### config.mk
export PLATFORM = sky130hd
export DESIGN_NAME = hazard_unit
export DESIGN_NICKNAME = d
export VERILOG_FILES = /design/src/rtl/hazard_unit.sv
export SDC_FILE = /design/constraint.sdc
export NUM_CORES = 1
export LEC_CHECK = 0
export ABC_AREA = 1
export CAP_MARGIN = 40
export CORE_MARGIN = 1.5
export CORE_UTILIZATION = 47
export DETAILED_ROUTE_END_ITERATION = 12
export HOLD_SLACK_MARGIN = 0.02
export MAX_ROUTING_LAYER = met4
export PLACE_DENSITY = 0.87
export SYNTH_ARGS = -nofsm -noshare
export SYNTH_HDL_FRONTEND = slang
export SYNTH_SLANG_ARGS = --single-unit
### constraint.sdc
create_clock -name clk -period 1.8 [get_ports clk]
set_clock_uncertainty 0.15 [all_clocks]
set_input_delay 0.18 -clock clk [delete_from_list [all_inputs] [get_ports clk]]
set_output_delay 0.18 -clock clk [all_outputs]
set_load 0.01 [all_outputs]
### src/rtl/hazard_unit.sv
// Hazard/forwarding unit for the 5-stage core: operand forwarding, stall/flush generation,
// a debug halt/drain handshake and saturating load-stall / branch-flush counters.
module hazard_unit #(
  parameter int DRAIN_CYCLES = 4,
  parameter int CNT_W        = 16
) (
  input  logic             clk,
  input  logic             reset,
  input  logic [3:0]       RA1D,
  input  logic [3:0]       RA2D,
  input  logic [3:0]       RA1E,
  input  logic [3:0]       RA2E,
  input  logic [3:0]       WA3E,
  input  logic [3:0]       WA3M,
  input  logic [3:0]       WA3W,
  input  logic             RegWriteM,
  input  logic             RegWriteW,
  input  logic             MemtoRegE,
  input  logic             PCSrcD,
  input  logic             PCSrcE,
  input  logic             PCSrcM,
  input  logic             PCSrcW,
  input  logic             BranchTakenE,
  input  logic             halt_req,
  input  logic             cnt_clr,
  output logic [1:0]       ForwardAE,
  output logic [1:0]       ForwardBE,
  output logic             StallF,
  output logic             StallD,
  output logic             FlushD,
  output logic             FlushE,
  output logic             halt_ack,
  output logic [CNT_W-1:0] ldstall_cnt,
  output logic [CNT_W-1:0] brflush_cnt
);

  localparam int DW = (DRAIN_CYCLES > 1) ? $clog2(DRAIN_CYCLES) : 1;
  localparam logic [DW-1:0] DRAIN_LAST = DW'(DRAIN_CYCLES - 1);

  typedef enum logic [1:0] {
    S_RUN    = 2'd0,
    S_DRAIN  = 2'd1,
    S_HALTED = 2'd2
  } state_t;

  state_t           r_state;
  logic [DW-1:0]    r_drain;
  logic             r_halt_ack;
  logic [CNT_W-1:0] r_ldstall_cnt;
  logic [CNT_W-1:0] r_brflush_cnt;

  logic w_ldrstall;
  logic w_pcwrpend;
  logic w_redirect;
  logic w_any_pcsrc;

  // Memory-stage result wins over writeback because it is the younger write.
  function automatic logic [1:0] fwd_sel(input logic [3:0] ra, input logic [3:0] wa_m,
                                         input logic wr_m, input logic [3:0] wa_w,
                                         input logic wr_w);
    logic [1:0] sel;
    if (wr_m && (ra == wa_m)) begin
      sel = 2'b10;
    end else if (wr_w && (ra == wa_w)) begin
      sel = 2'b01;
    end else begin
      sel = 2'b00;
    end
    return sel;
  endfunction

  assign w_ldrstall  = MemtoRegE & ((RA1D == WA3E) | (RA2D == WA3E));
  assign w_pcwrpend  = PCSrcD | PCSrcE | PCSrcM;
  assign w_redirect  = BranchTakenE | PCSrcW;
  assign w_any_pcsrc = w_pcwrpend | PCSrcW;

  always_comb begin
    ForwardAE = 2'b00;
    ForwardBE = 2'b00;
    StallF    = 1'b0;
    StallD    = 1'b0;
    FlushD    = 1'b1;
    FlushE    = 1'b1;
    if (!reset) begin
      ForwardAE = 2'b00;
      ForwardBE = 2'b00;
      StallF    = 1'b0;
      StallD    = 1'b0;
      FlushD    = 1'b1;
      FlushE    = 1'b1;
    end else begin
      ForwardAE = fwd_sel(RA1E, WA3M, RegWriteM, WA3W, RegWriteW);
      ForwardBE = fwd_sel(RA2E, WA3M, RegWriteM, WA3W, RegWriteW);
      StallD    = w_ldrstall;
      StallF    = w_ldrstall | w_pcwrpend;
      FlushE    = w_ldrstall | BranchTakenE;
      FlushD    = w_pcwrpend | PCSrcW | BranchTakenE;
      case (r_state)
        S_RUN: begin
          FlushD = w_pcwrpend | PCSrcW | BranchTakenE;
        end
        // A redirect must still let the PC load its target while draining.
        S_DRAIN: begin
          FlushD = 1'b1;
          if (!w_redirect) begin
            StallF = 1'b1;
          end else begin
            StallF = w_ldrstall | w_pcwrpend;
          end
        end
        S_HALTED: begin
          StallF = 1'b1;
          StallD = 1'b1;
          FlushD = 1'b1;
        end
        default: begin
          FlushD = 1'b1;
        end
      endcase
    end
  end

  always_ff @(posedge clk) begin
    if (!reset) begin
      r_state    <= S_RUN;
      r_drain    <= '0;
      r_halt_ack <= 1'b0;
    end else begin
      r_halt_ack <= (r_state == S_HALTED) && halt_req;
      case (r_state)
        S_RUN: begin
          r_drain <= '0;
          if (halt_req) begin
            r_state <= S_DRAIN;
          end else begin
            r_state <= S_RUN;
          end
        end
        // Abort beats completion; any PC activity restarts the drain window.
        S_DRAIN: begin
          if (!halt_req) begin
            r_state <= S_RUN;
            r_drain <= '0;
          end else if ((r_drain == DRAIN_LAST) && !w_any_pcsrc && !BranchTakenE) begin
            r_state <= S_HALTED;
            r_drain <= '0;
          end else if (w_redirect || w_pcwrpend) begin
            r_drain <= '0;
          end else if (r_drain != DRAIN_LAST) begin
            r_drain <= r_drain + DW'(1);
          end else begin
            r_drain <= r_drain;
          end
        end
        S_HALTED: begin
          r_drain <= '0;
          if (!halt_req) begin
            r_state <= S_RUN;
          end else begin
            r_state <= S_HALTED;
          end
        end
        default: begin
          r_state <= S_RUN;
          r_drain <= '0;
        end
      endcase
    end
  end

  always_ff @(posedge clk) begin
    if (!reset || cnt_clr) begin
      r_ldstall_cnt <= '0;
      r_brflush_cnt <= '0;
    end else begin
      if (w_ldrstall && (r_ldstall_cnt != {CNT_W{1'b1}})) begin
        r_ldstall_cnt <= r_ldstall_cnt + CNT_W'(1);
      end else begin
        r_ldstall_cnt <= r_ldstall_cnt;
      end
      if (BranchTakenE && (r_brflush_cnt != {CNT_W{1'b1}})) begin
        r_brflush_cnt <= r_brflush_cnt + CNT_W'(1);
      end else begin
        r_brflush_cnt <= r_brflush_cnt;
      end
    end
  end

  assign halt_ack    = r_halt_ack;
  assign ldstall_cnt = r_ldstall_cnt;
  assign brflush_cnt = r_brflush_cnt;

endmodule

==> flow_metrics.env <==
export IMPL_status="finished clean"
export IMPL_synthXorXnorAreaFrac_pct=10.9
export IMPL_ys_ff_latch=37
export IMPL_ir_drop_v=0.000333
export IMPL_rsz0062_at_grt="true"
export IMPL_cts_tree="done"
export IMPL_post_route_period_util_pct=97.1
export IMPL_fillers=399
export IMPL_first_iter_violations=207
export IMPL_coreArea_sq_mm=0.00520
export IMPL_fmax_ghz=0.572
export IMPL_syn_mean_instance_area_sq_um=6.52
export IMPL_drc=0
export IMPL_slew_violations=0
export IMPL_grt_overflow=0
export IMPL_clk_latency_ns=0.28
export IMPL_timing_hold_violations_final=0
export IMPL_synth_flop_cell="dfxtp_1"
export IMPL_yosys_warnings=0
export IMPL_synthSimpleGateAreaFrac_pct=37.5
export IMPL_worstSetupPathType="reg -> out"
export IMPL_most_common_layout_cells="114 x nand2_1, 46 x clkdlybuf4s50_1, 40 x inv_1, 40 x nor2_1, 37 x buf_4"
export IMPL_die_w_um=77.0
export IMPL_nNetsFinal=558
export IMPL_grt_antenna_before_repair=0
export IMPL_ys_seq_area_share_pct=28.8
export IMPL_yosysTopAreaCellShare_pct=28.8
export IMPL_viasPerCell=5.09
export IMPL_grt_pass1_vias=2747
export IMPL_final_common_cell="nand2_1"
export IMPL_diodes=0
export IMPL_seq_area_sq_um=747
export IMPL_synth_largest_area_cell="dfxtp_1"
export IMPL_grt_max_degree=26
export IMPL_postRouteAntennaNets=0
export IMPL_wl_per_cell_um=11.8
export IMPL_die_area_sq_mm=0.00593
export IMPL_crit_path_end_kind="primary output"
export IMPL_multi_input_area_sq_mm=0.00166
export IMPL_relSlewSlack_pct=77.8
export IMPL_synthMuxAreaShare_pct=0.389
export IMPL_drt_pass1_iter_count=5
export IMPL_synth_compound_area_share_pct=9.66
export IMPL_pin_count=81
export IMPL_crit_path_start_kind="flop"
export IMPL_cp_arrival_ns=1.42
export IMPL_synth_area_top_cells="dfxtp_1 29%, nand2_1 17%, a21oi_1 7.0%, xor2_1 6.5%, inv_1 6.4%"
export IMPL_hp_class="reg -> reg"
export IMPL_postSynthCellCount=395
export IMPL_worst_path_max_fanout=3
export IMPL_worst_pin_slew_ns=0.333
export IMPL_clk_pin_slew_ns=0.07
export IMPL_rows=26
export IMPL_fin_crit_ns=1.75
export IMPL_synth_top_family_by_area="simple AND/OR/NAND/NOR gates"
export IMPL_cts_htree_levels=2
export IMPL_dp_hpwl_um=4940
export IMPL_critPathRequiredTime_ns=1.47
export IMPL_cts_buffers=5
export IMPL_synth_edf_count=0
export IMPL_port_buffers=80
export IMPL_drive_above_1_share_pct=16.0
export IMPL_drt_wl_total_um=6880
export IMPL_pre_cts_slack_ns=-0.568
export IMPL_synth_cell_types=33
export IMPL_synth_net_count=442
export IMPL_power_w=0.00177
export IMPL_synthArstFlopShare_pct=0
export IMPL_synthAdderAreaFrac_pct=3.40
export IMPL_setup_slack_ns=0.0524
export IMPL_power_leakage_nw=1.70
export IMPL_hold_buffers=0
export IMPL_cts_root_buf="clkbuf_8"
export IMPL_die_y_um=77.0
export IMPL_areaGrowthSynthToFinish_pct=47.9
export IMPL_setup_violations=0
export IMPL_vias=2960
export IMPL_grtUsageTotal_pct=23.6
export IMPL_grt_first_pass_wirelength_um=11300
export IMPL_syn_cell_area_sq_mm=0.00258
export IMPL_power_density_mw_per_mm2=465
export IMPL_drv_cap=0
export IMPL_clock_sinks=37
export IMPL_start_util_pct=49.5
export IMPL_clk_path_buf_depth=2
export IMPL_gp_congestion=0.910
## synth_stat cells (3+ instances only)
library cell	number
inv_1	44
ha_1	7
buf_6	4
xnor2_1	13
nor3_1	6
xor2_1	19
nand3_2	3
o21ai_0	6
dfxtp_1	37
nand4_1	9
nand3_1	30
nand2_1	114
nor2_1	43
a21oi_1	36
## sequential cells by signal, summed over array words and instances (netlist names)
name,flops
brflush_cnt,16
ldstall_cnt,16
r_drain,2
r_state,2
halt_ack,1
## cell type report
cell class	instances	share of cell area, %
sequential	37	19.6
timing repair buffer	117	27.6
inverter	46	4.73
clock buffer	7	2.27
multi-input combinational	304	43.5
tap	70	2.30
## kinds of logic after synthesis
family / Yosys count
and+or+nand+nor: 217
buffers and inverters: 54
AOI/OAI and AO/OA: 47
DFF: 37
xor gates and xnor gates: 32
adders and majority gates: 7
muxes: 1
## timing repair
item                       in CTS  in global routing
setup buffers                   4                  0
pin swaps                       9                 14
setup endpoints to repair       8                 34
gates resized for setup        50                 31
## power by group
group	switching [W]	internal (W)	leakage (nW)
registers	0.00000492	0.000824	0.300
clock network	0.000291	0.000304	0.0443
logic	0.000169	0.000179	1.36
total	0.000465	0.00131	1.70
## path summary, 6_finish.rpt
check,end,slack [ns],cells past startpoint,from
worst min-delay path,brflush_cnt[3],0.36,2,brflush_cnt[3]
worst max register to register,brflush_cnt[0],0.05,8,brflush_cnt[11]
worst min register to register,brflush_cnt[3],0.36,2,brflush_cnt[3]
worst max-delay path,StallF,0.05,6,r_state[1]
## routing by layer
layer	vias to the layer above	global-route usage, %	wire [um]
met5	-	-	0
li1	1496	-	-
met1	1325	25.3	2820
met3	11	4.40	495
met2	128	44.2	3470
met4	0	6.55	90
## through the flow
| step | cell area (sq um) | cells | hold WS (ns) | util (%) | TNS (ns) |
|---|---|---|---|---|---|
| 3_5_place_dp | 3640 | 570 | 0.350 | 70.0 | -5.94 |
| 4_1_cts | 3730 | 581 | 0.362 | 71.7 | -0.0175 |
| 2_1_floorplan | 2580 | 395 | 0.164 | - | 0 |
| 5_1_grt | 3810 | 581 | 0.386 | 73.2 | -0.0475 |
| 3_3_place_gp | 3640 | 570 | 0.343 | 70.0 | -4.87 |
| 6_report | 3810 | 581 | 0.363 | 73.2 | 0 |
## critical path, cell delays in order, from the launching register on
cell and delay [ns]:
dfxtp_4 0.38, inv_4 0.04, ha_4 0.28, inv_4 0.04
o31ai_4 0.21, a21oi_2 0.04, buf_2 0.14
(Power assumes the default switching activity.)
